==> src/rtl/ib_pkg.sv <==
// Shared types and defaults for the UART <-> meter byte bridge.
package ib_pkg;

  localparam int DEFAULT_DEPTH   = 4;
  localparam int DEFAULT_TIMEOUT = 16000;

  typedef enum logic [1:0] {
    D_IDLE,
    D_OFFER,
    D_RELEASE
  } down_state_t;

  typedef enum logic [1:0] {
    U_IDLE,
    U_CAPTURE,
    U_SEND,
    U_ACK
  } up_state_t;

endpackage

==> src/rtl/ib_byte_fifo.sv <==
// Byte FIFO between the UART receiver and the meter handshake.
// A push while full is accepted only when a pop happens in the same cycle.
module ib_byte_fifo
  import ib_pkg::*;
#(
  parameter int DEPTH = DEFAULT_DEPTH
) (
  input  logic       clk,
  input  logic       nrst,
  input  logic       push,
  input  logic       pop,
  input  logic [7:0] wdata,
  output logic [7:0] rdata,
  output logic       full,
  output logic       empty
);

  localparam int AW = $clog2(DEPTH);
  localparam logic [AW:0] PTR_ONE = {{AW{1'b0}}, 1'b1};

  logic [AW:0] wr_ptr_q, wr_ptr_d;
  logic [AW:0] rd_ptr_q, rd_ptr_d;
  logic [7:0]  mem_q [DEPTH];
  logic        do_push, do_pop;

  assign empty   = (wr_ptr_q == rd_ptr_q);
  assign full    = (wr_ptr_q[AW] != rd_ptr_q[AW]) &&
                   (wr_ptr_q[AW-1:0] == rd_ptr_q[AW-1:0]);
  assign do_pop  = pop && !empty;
  assign do_push = push && (!full || do_pop);
  assign rdata   = mem_q[rd_ptr_q[AW-1:0]];

  always_comb begin
    wr_ptr_d = wr_ptr_q;
    rd_ptr_d = rd_ptr_q;
    if (do_push) wr_ptr_d = wr_ptr_q + PTR_ONE;
    if (do_pop)  rd_ptr_d = rd_ptr_q + PTR_ONE;
  end

  always_ff @(posedge clk or negedge nrst) begin
    if (!nrst) begin
      wr_ptr_q <= '0;
      rd_ptr_q <= '0;
    end else begin
      wr_ptr_q <= wr_ptr_d;
      rd_ptr_q <= rd_ptr_d;
    end
  end

  always_ff @(posedge clk) begin
    if (do_push) mem_q[wr_ptr_q[AW-1:0]] <= wdata;
  end

endmodule

==> src/rtl/ib_link_ctrl.sv <==
// Bridges UART bytes to/from a meter behind an IO expander using two
// independent four-phase handshakes, each guarded by a phase timeout.
//
// state     | meaning
// D_IDLE    | waiting for a queued UART byte
// D_OFFER   | byte offered to meter, waiting for ack_n low
// D_RELEASE | offer withdrawn, waiting for ack_n high, then pop
// U_IDLE    | waiting for meter rx_data_available
// U_CAPTURE | sampling rx_data one cycle after availability seen
// U_SEND    | byte presented to UART until ready
// U_ACK     | tx_ack high until meter drops rx_data_available
module ib_link_ctrl
  import ib_pkg::*;
#(
  parameter int DEPTH   = DEFAULT_DEPTH,
  parameter int TIMEOUT = DEFAULT_TIMEOUT
) (
  input  logic       clk,
  input  logic       nrst,
  input  logic [7:0] uart_rx_data,
  input  logic       uart_rx_valid,
  output logic [7:0] uart_tx_data,
  output logic       uart_tx_valid,
  input  logic       uart_tx_ready,
  output logic [7:0] tx_data,
  output logic       tx_data_available,
  input  logic       tx_data_ack_n,
  input  logic [7:0] rx_data,
  input  logic       rx_data_available,
  output logic       tx_ack,
  input  logic       err_clr,
  output logic       overflow,
  output logic       timeout
);

  localparam int CW = $clog2(TIMEOUT + 1);
  localparam logic [CW-1:0] CNT_LAST = CW'(TIMEOUT - 1);
  localparam logic [CW-1:0] CNT_ONE  = CW'(1);

  logic [1:0]  ack_n_sync_q, ack_n_sync_d;
  logic [1:0]  rx_av_sync_q, rx_av_sync_d;
  logic        ack_n_s, rx_av_s;

  down_state_t down_state_q, down_state_d;
  up_state_t   up_state_q, up_state_d;
  logic [CW-1:0] down_cnt_q, down_cnt_d;
  logic [CW-1:0] up_cnt_q, up_cnt_d;
  logic [7:0]  tx_data_q, tx_data_d;
  logic [7:0]  uart_tx_data_q, uart_tx_data_d;
  logic        overflow_q, overflow_d;
  logic        timeout_q, timeout_d;

  logic        fifo_pop, fifo_full, fifo_empty;
  logic [7:0]  fifo_rdata;
  logic        down_tmo_evt, up_tmo_evt;

  // Meter-side signals are asynchronous; nothing downstream sees them raw.
  assign ack_n_sync_d = {ack_n_sync_q[0], tx_data_ack_n};
  assign rx_av_sync_d = {rx_av_sync_q[0], rx_data_available};
  assign ack_n_s      = ack_n_sync_q[1];
  assign rx_av_s      = rx_av_sync_q[1];

  ib_byte_fifo #(.DEPTH(DEPTH)) u_fifo (
    .clk   (clk),
    .nrst  (nrst),
    .push  (uart_rx_valid),
    .pop   (fifo_pop),
    .wdata (uart_rx_data),
    .rdata (fifo_rdata),
    .full  (fifo_full),
    .empty (fifo_empty)
  );

  always_comb begin
    down_state_d = down_state_q;
    down_cnt_d   = down_cnt_q;
    tx_data_d    = tx_data_q;
    fifo_pop     = 1'b0;
    down_tmo_evt = 1'b0;
    case (down_state_q)
      D_IDLE: begin
        if (!fifo_empty) begin
          down_state_d = D_OFFER;
          tx_data_d    = fifo_rdata;
        end
      end
      D_OFFER: begin
        if (!ack_n_s) begin
          down_state_d = D_RELEASE;
        end else if (down_cnt_q == CNT_LAST) begin
          down_tmo_evt = 1'b1;
          fifo_pop     = 1'b1;
          down_state_d = D_IDLE;
        end
      end
      D_RELEASE: begin
        if (ack_n_s) begin
          fifo_pop     = 1'b1;
          down_state_d = D_IDLE;
        end else if (down_cnt_q == CNT_LAST) begin
          down_tmo_evt = 1'b1;
          fifo_pop     = 1'b1;
          down_state_d = D_IDLE;
        end
      end
      default: down_state_d = D_IDLE;
    endcase
    if (down_state_d != down_state_q) begin
      down_cnt_d = '0;
    end else if (down_state_q == D_OFFER || down_state_q == D_RELEASE) begin
      down_cnt_d = down_cnt_q + CNT_ONE;
    end
  end

  always_comb begin
    up_state_d     = up_state_q;
    up_cnt_d       = up_cnt_q;
    uart_tx_data_d = uart_tx_data_q;
    up_tmo_evt     = 1'b0;
    case (up_state_q)
      U_IDLE: begin
        if (rx_av_s) up_state_d = U_CAPTURE;
      end
      U_CAPTURE: begin
        uart_tx_data_d = rx_data;
        up_state_d     = U_SEND;
      end
      U_SEND: begin
        if (uart_tx_ready) up_state_d = U_ACK;
      end
      U_ACK: begin
        if (!rx_av_s) begin
          up_state_d = U_IDLE;
        end else if (up_cnt_q == CNT_LAST) begin
          up_tmo_evt = 1'b1;
          up_state_d = U_IDLE;
        end
      end
      default: up_state_d = U_IDLE;
    endcase
    if (up_state_d != up_state_q) begin
      up_cnt_d = '0;
    end else if (up_state_q == U_ACK) begin
      up_cnt_d = up_cnt_q + CNT_ONE;
    end
  end

  // Set events take priority over a same-cycle clear.
  always_comb begin
    overflow_d = err_clr ? 1'b0 : overflow_q;
    timeout_d  = err_clr ? 1'b0 : timeout_q;
    if (uart_rx_valid && fifo_full && !fifo_pop) overflow_d = 1'b1;
    if (down_tmo_evt || up_tmo_evt)              timeout_d  = 1'b1;
  end

  always_ff @(posedge clk or negedge nrst) begin
    if (!nrst) begin
      ack_n_sync_q   <= 2'b11;
      rx_av_sync_q   <= 2'b00;
      down_state_q   <= D_IDLE;
      up_state_q     <= U_IDLE;
      down_cnt_q     <= '0;
      up_cnt_q       <= '0;
      tx_data_q      <= '0;
      uart_tx_data_q <= '0;
      overflow_q     <= 1'b0;
      timeout_q      <= 1'b0;
    end else begin
      ack_n_sync_q   <= ack_n_sync_d;
      rx_av_sync_q   <= rx_av_sync_d;
      down_state_q   <= down_state_d;
      up_state_q     <= up_state_d;
      down_cnt_q     <= down_cnt_d;
      up_cnt_q       <= up_cnt_d;
      tx_data_q      <= tx_data_d;
      uart_tx_data_q <= uart_tx_data_d;
      overflow_q     <= overflow_d;
      timeout_q      <= timeout_d;
    end
  end

  assign tx_data           = tx_data_q;
  assign tx_data_available = (down_state_q == D_OFFER);
  assign uart_tx_data      = uart_tx_data_q;
  assign uart_tx_valid     = (up_state_q == U_SEND);
  assign tx_ack            = (up_state_q == U_ACK);
  assign overflow          = overflow_q;
  assign timeout           = timeout_q;

endmodule

==> config.mk <==
export PLATFORM = sky130hd
export DESIGN_NAME = ib_link_ctrl
export DESIGN_NICKNAME = d
export VERILOG_FILES = /design/src/rtl/ib_pkg.sv /design/src/rtl/ib_byte_fifo.sv /design/src/rtl/ib_link_ctrl.sv
export SDC_FILE = /design/constraint.sdc
export NUM_CORES = 1
export LEC_CHECK = 0
export CORE_ASPECT_RATIO = 0.6
export CORE_MARGIN = 8
export CORE_UTILIZATION = 35
export DETAILED_ROUTE_END_ITERATION = 10
export GPL_ROUTABILITY_DRIVEN = 0
export PLACE_DENSITY_LB_ADDON = 0.3
export SYNTH_ARGS = -nofsm -noshare
export SYNTH_HDL_FRONTEND = slang
export SYNTH_HIERARCHICAL = 1
export SYNTH_SLANG_ARGS = --single-unit
==> constraint.sdc <==
create_clock -name clk -period 3.1 [get_ports clk]
set_input_delay 0.62 -clock clk [delete_from_list [all_inputs] [get_ports clk]]
set_output_delay 0.62 -clock clk [all_outputs]
set_load 0.05 [all_outputs]
==> results_dict.tcl <==
set metrics [dict create \
    outcome "finished, final reports clean" \
    path_cells "and2_1 > clkdlybuf4s50_1" \
    portBuffers 43 \
    worst_path_largest_cell_delay_ps 890 \
    nFillCells 1127 \
    ys.warnings.count 6 \
    cts_max_level 3 \
    finalSetupViolCount 0 \
    setup.worst_path.start_class "register" \
    hold_viol_final 0 \
    async_reset_ff_frac 0.6522 \
    synth_cells 335 \
    postCtsHoldBufs 0 \
    postCtsSetupRepairBufs 0 \
    slew_headroom 0.2875 \
    grt_pass1_wl_mm 14.66 \
    finalNonFillerCells 554 \
    finClkSkew_ps 8.937 \
    nets 418 \
    grt_usage 0.1128 \
    vias 2777 \
    period_needed_ps 2912 \
    die_w_um 160.0 \
    syn-cell-area_sq_um 4357 \
    wl_per_cell_um 15.54 \
    fp.dieH_um 102.4 \
    rsz0062_at_grt "false" \
    drv_cap 0 \
    synthFlopType "dfrtp_1" \
    route.detailed.drc 0 \
    coreArea_sq_um 12100 \
    first_global_vias 2817 \
    fin_ws_ps 187.6 \
    worstPathRequired_ps 2480 \
    ir_drop_mv 0.6900 \
    hp-class "register to register" \
    ios 44 \
    synth-seq-cells 92 \
    fp-row-count 31 \
    end_kind "primary output" \
    grt_start_max_net_pins 47 \
    dp.cells 538 \
    dp_hpwl_mm 5.952 \
    post-route-period-util 0.9395 \
    p_per_area_nw_per_um2 963.3 \
    fp.dieArea_sq_um 16390 \
    cts.path.max_buffers 2 \
    crit_path_top_delay_cell "clkdlybuf4s50_1" \
    synth_edf_count 32 \
    root_buffer "clkbuf_16" \
    setup-tns-final_ps 0 \
    drive_above_1_share 0.1645 \
    cts_tree "done" \
    worst_pin_slew_ps 1069 \
    antenna_found_initial 0 \
    cp.arrival_ps 2290 \
    drv_slew 0 \
    syn_nets 369 \
    crit_fanout 12 \
    first_iter_violations 212 \
    synth.distinct_cells 57 \
    fmax_mhz 343.4 \
    antenna_cells 0 \
    path_class "register to primary output" \
    fin_util 0.4361 \
    cts_sinks 92 \
    via_per_inst 5.013 \
    finalWirelength_mm 8.609 \
    area_growth_pct 21.14 \
    drtAntennaViolNets 0 \
    start_util 0.3600 \
    ctsResizeCount 0 \
    grt_overflow_total 0 \
    clkSlewWorstSetupHoldPaths_ps 70 \
    syn_area_per_cell_sq_um 13.01 \
    clk_latency_ps 340 \
    leakagePower_nw 2.041 \
    place_ws_ps 506.4 \
    cts_buffers 9 \
    detail_route.first_pass.iterations 4 \
    ys_seq_area_frac 0.5658 \
]
-- cell type report --
| cell class | instances | area [sq um] | area share |
|---|---|---|---|
| sequential | 92 | 2465 | 0.4670 |
| multi-input combinational | 219 | 1762 | 0.3338 |
| timing repair buffer | 51 | 485.5 | 0.09199 |
| clock buffer | 11 | 232.7 | 0.04410 |
| tap | 165 | 206.4 | 0.03912 |
| clock inverter | 5 | 85.08 | 0.01612 |
| inverter | 11 | 41.29 | 0.007824 |
-- cells in the mapped netlist (2+ instances only) --
library cell   n  share of area
or4_1          3         0.0052
nand3_1        5         0.0057
nor2_1        21          0.018
buf_6          4          0.010
a21oi_1        7         0.0080
o31ai_1        3         0.0052
dfstp_2        2          0.012
and4_1         5          0.010
ha_1          11          0.032
inv_1         11         0.0095
o2111ai_1      4         0.0080
nor3_1        20          0.023
o211ai_1       5         0.0086
clkbuf_1       3         0.0026
and3_1         8          0.011
o21ai_0        3         0.0034
buf_2          5         0.0057
nand2b_1       2         0.0029
xor2_1        16          0.032
edfxtp_1      32           0.22
or3_1          4         0.0057
nand2_1       17          0.015
dfrtp_1       58           0.33
a41o_1         2         0.0046
mux2i_1        2         0.0046
nor2b_1        3         0.0043
nand4_1       10          0.014
nor4_1         2         0.0029
mux4_2         8          0.041
xnor2_1       12          0.024
and2_1         4         0.0057
mux2_2        18          0.047
-- cells by family after synthesis --
logic type / after synthesis / share of synthesized area
DFF: 92 / 0.5658
and+or+nand+nor: 112 / 0.1447
xor gates and xnor gates: 28 / 0.05629
muxes: 30 / 0.09850
buffers and inverters: 24 / 0.02987
AOI/OAI and AO/OA: 38 / 0.07324
adders and majority gates: 11 / 0.03159
-- final timing paths --
| check | start | endpoint | slack [ps] | depth (start not counted) |
|---|---|---|---|---|
| setup / recovery | up_state_q[0] | tx_ack | 190 | 2 |
| hold / removal | rx_av_sync_q[0] | rx_av_sync_q[1] | 350 | 0 |
| setup reg to reg | down_state_q[1] | u_fifo/mem_q[2][3] | 470 | 8 |
| hold reg to reg | rx_av_sync_q[0] | rx_av_sync_q[1] | 350 | 0 |
| max in group asynchronous | nrst | u_fifo/rd_ptr_q[0] | 1880 | 2 |
| min in group asynchronous | nrst | up_state_q[1] | 470 | 1 |
-- cell usage in the layout (no fill, tap or decap), types with 10 or more instances in the layout --
master	n
nand2_1	17
xnor2_1	12
nor2_1	21
mux2_2	18
xor2_1	16
ha_1	11
nor3_1	20
clkdlybuf4s50_1	42
dfrtp_1	58
edfxtp_1	32
inv_1	11
nand4_1	10
-- routing by layer --
metal | vias up | global-route usage | share of wire
met3 | 5 | 0.04264 | 0.047
met2 | 49 | 0.1581 | 0.41
met5 | - | 0 | 0
met4 | 0 | 0.03286 | 0.0052
met1 | 1375 | 0.1582 | 0.54
li1 | 1348 | - | -
-- through the flow --
step	power [W]	hold WS, ps	area (sq um)
finish	0.005084	352.1	5278
global route	0.005383	359.4	5278
CTS	0.005141	357.0	5278
detailed placement	0.003943	340.9	4960
global placement	0.003918	335.7	4960
floorplan	0.003341	324.4	4357
-- critical path, delay by kind of cell (launching register included) --
family / cells / cell delay (ps)
DFF: 1 / 610
and+or+nand+nor: 1 / 450
buffers and inverters: 1 / 890
-- sequential cells by signal, indices dropped and copies added, names as in the netlist --
register and count:
up_cnt_q 14, ack_n_sync_q 2, u_fifo/mem_q 32, up_state_q 2
uart_tx_data 8, timeout 1, overflow 1, tx_data 8
u_fifo/wr_ptr_q 3, u_fifo/rd_ptr_q 3, down_state_q 2, down_cnt_q 14
rx_av_sync_q 2
-- power by group --
part	internal (W)	total (W)	switching, W	leakage (nW)
logic	0.000865	0.00213	0.00126	0.828
registers	0.00157	0.00178	0.000213	1.06
clock network	0.000713	0.00117	0.000461	0.151
Power figures use the tool's default switching activity.
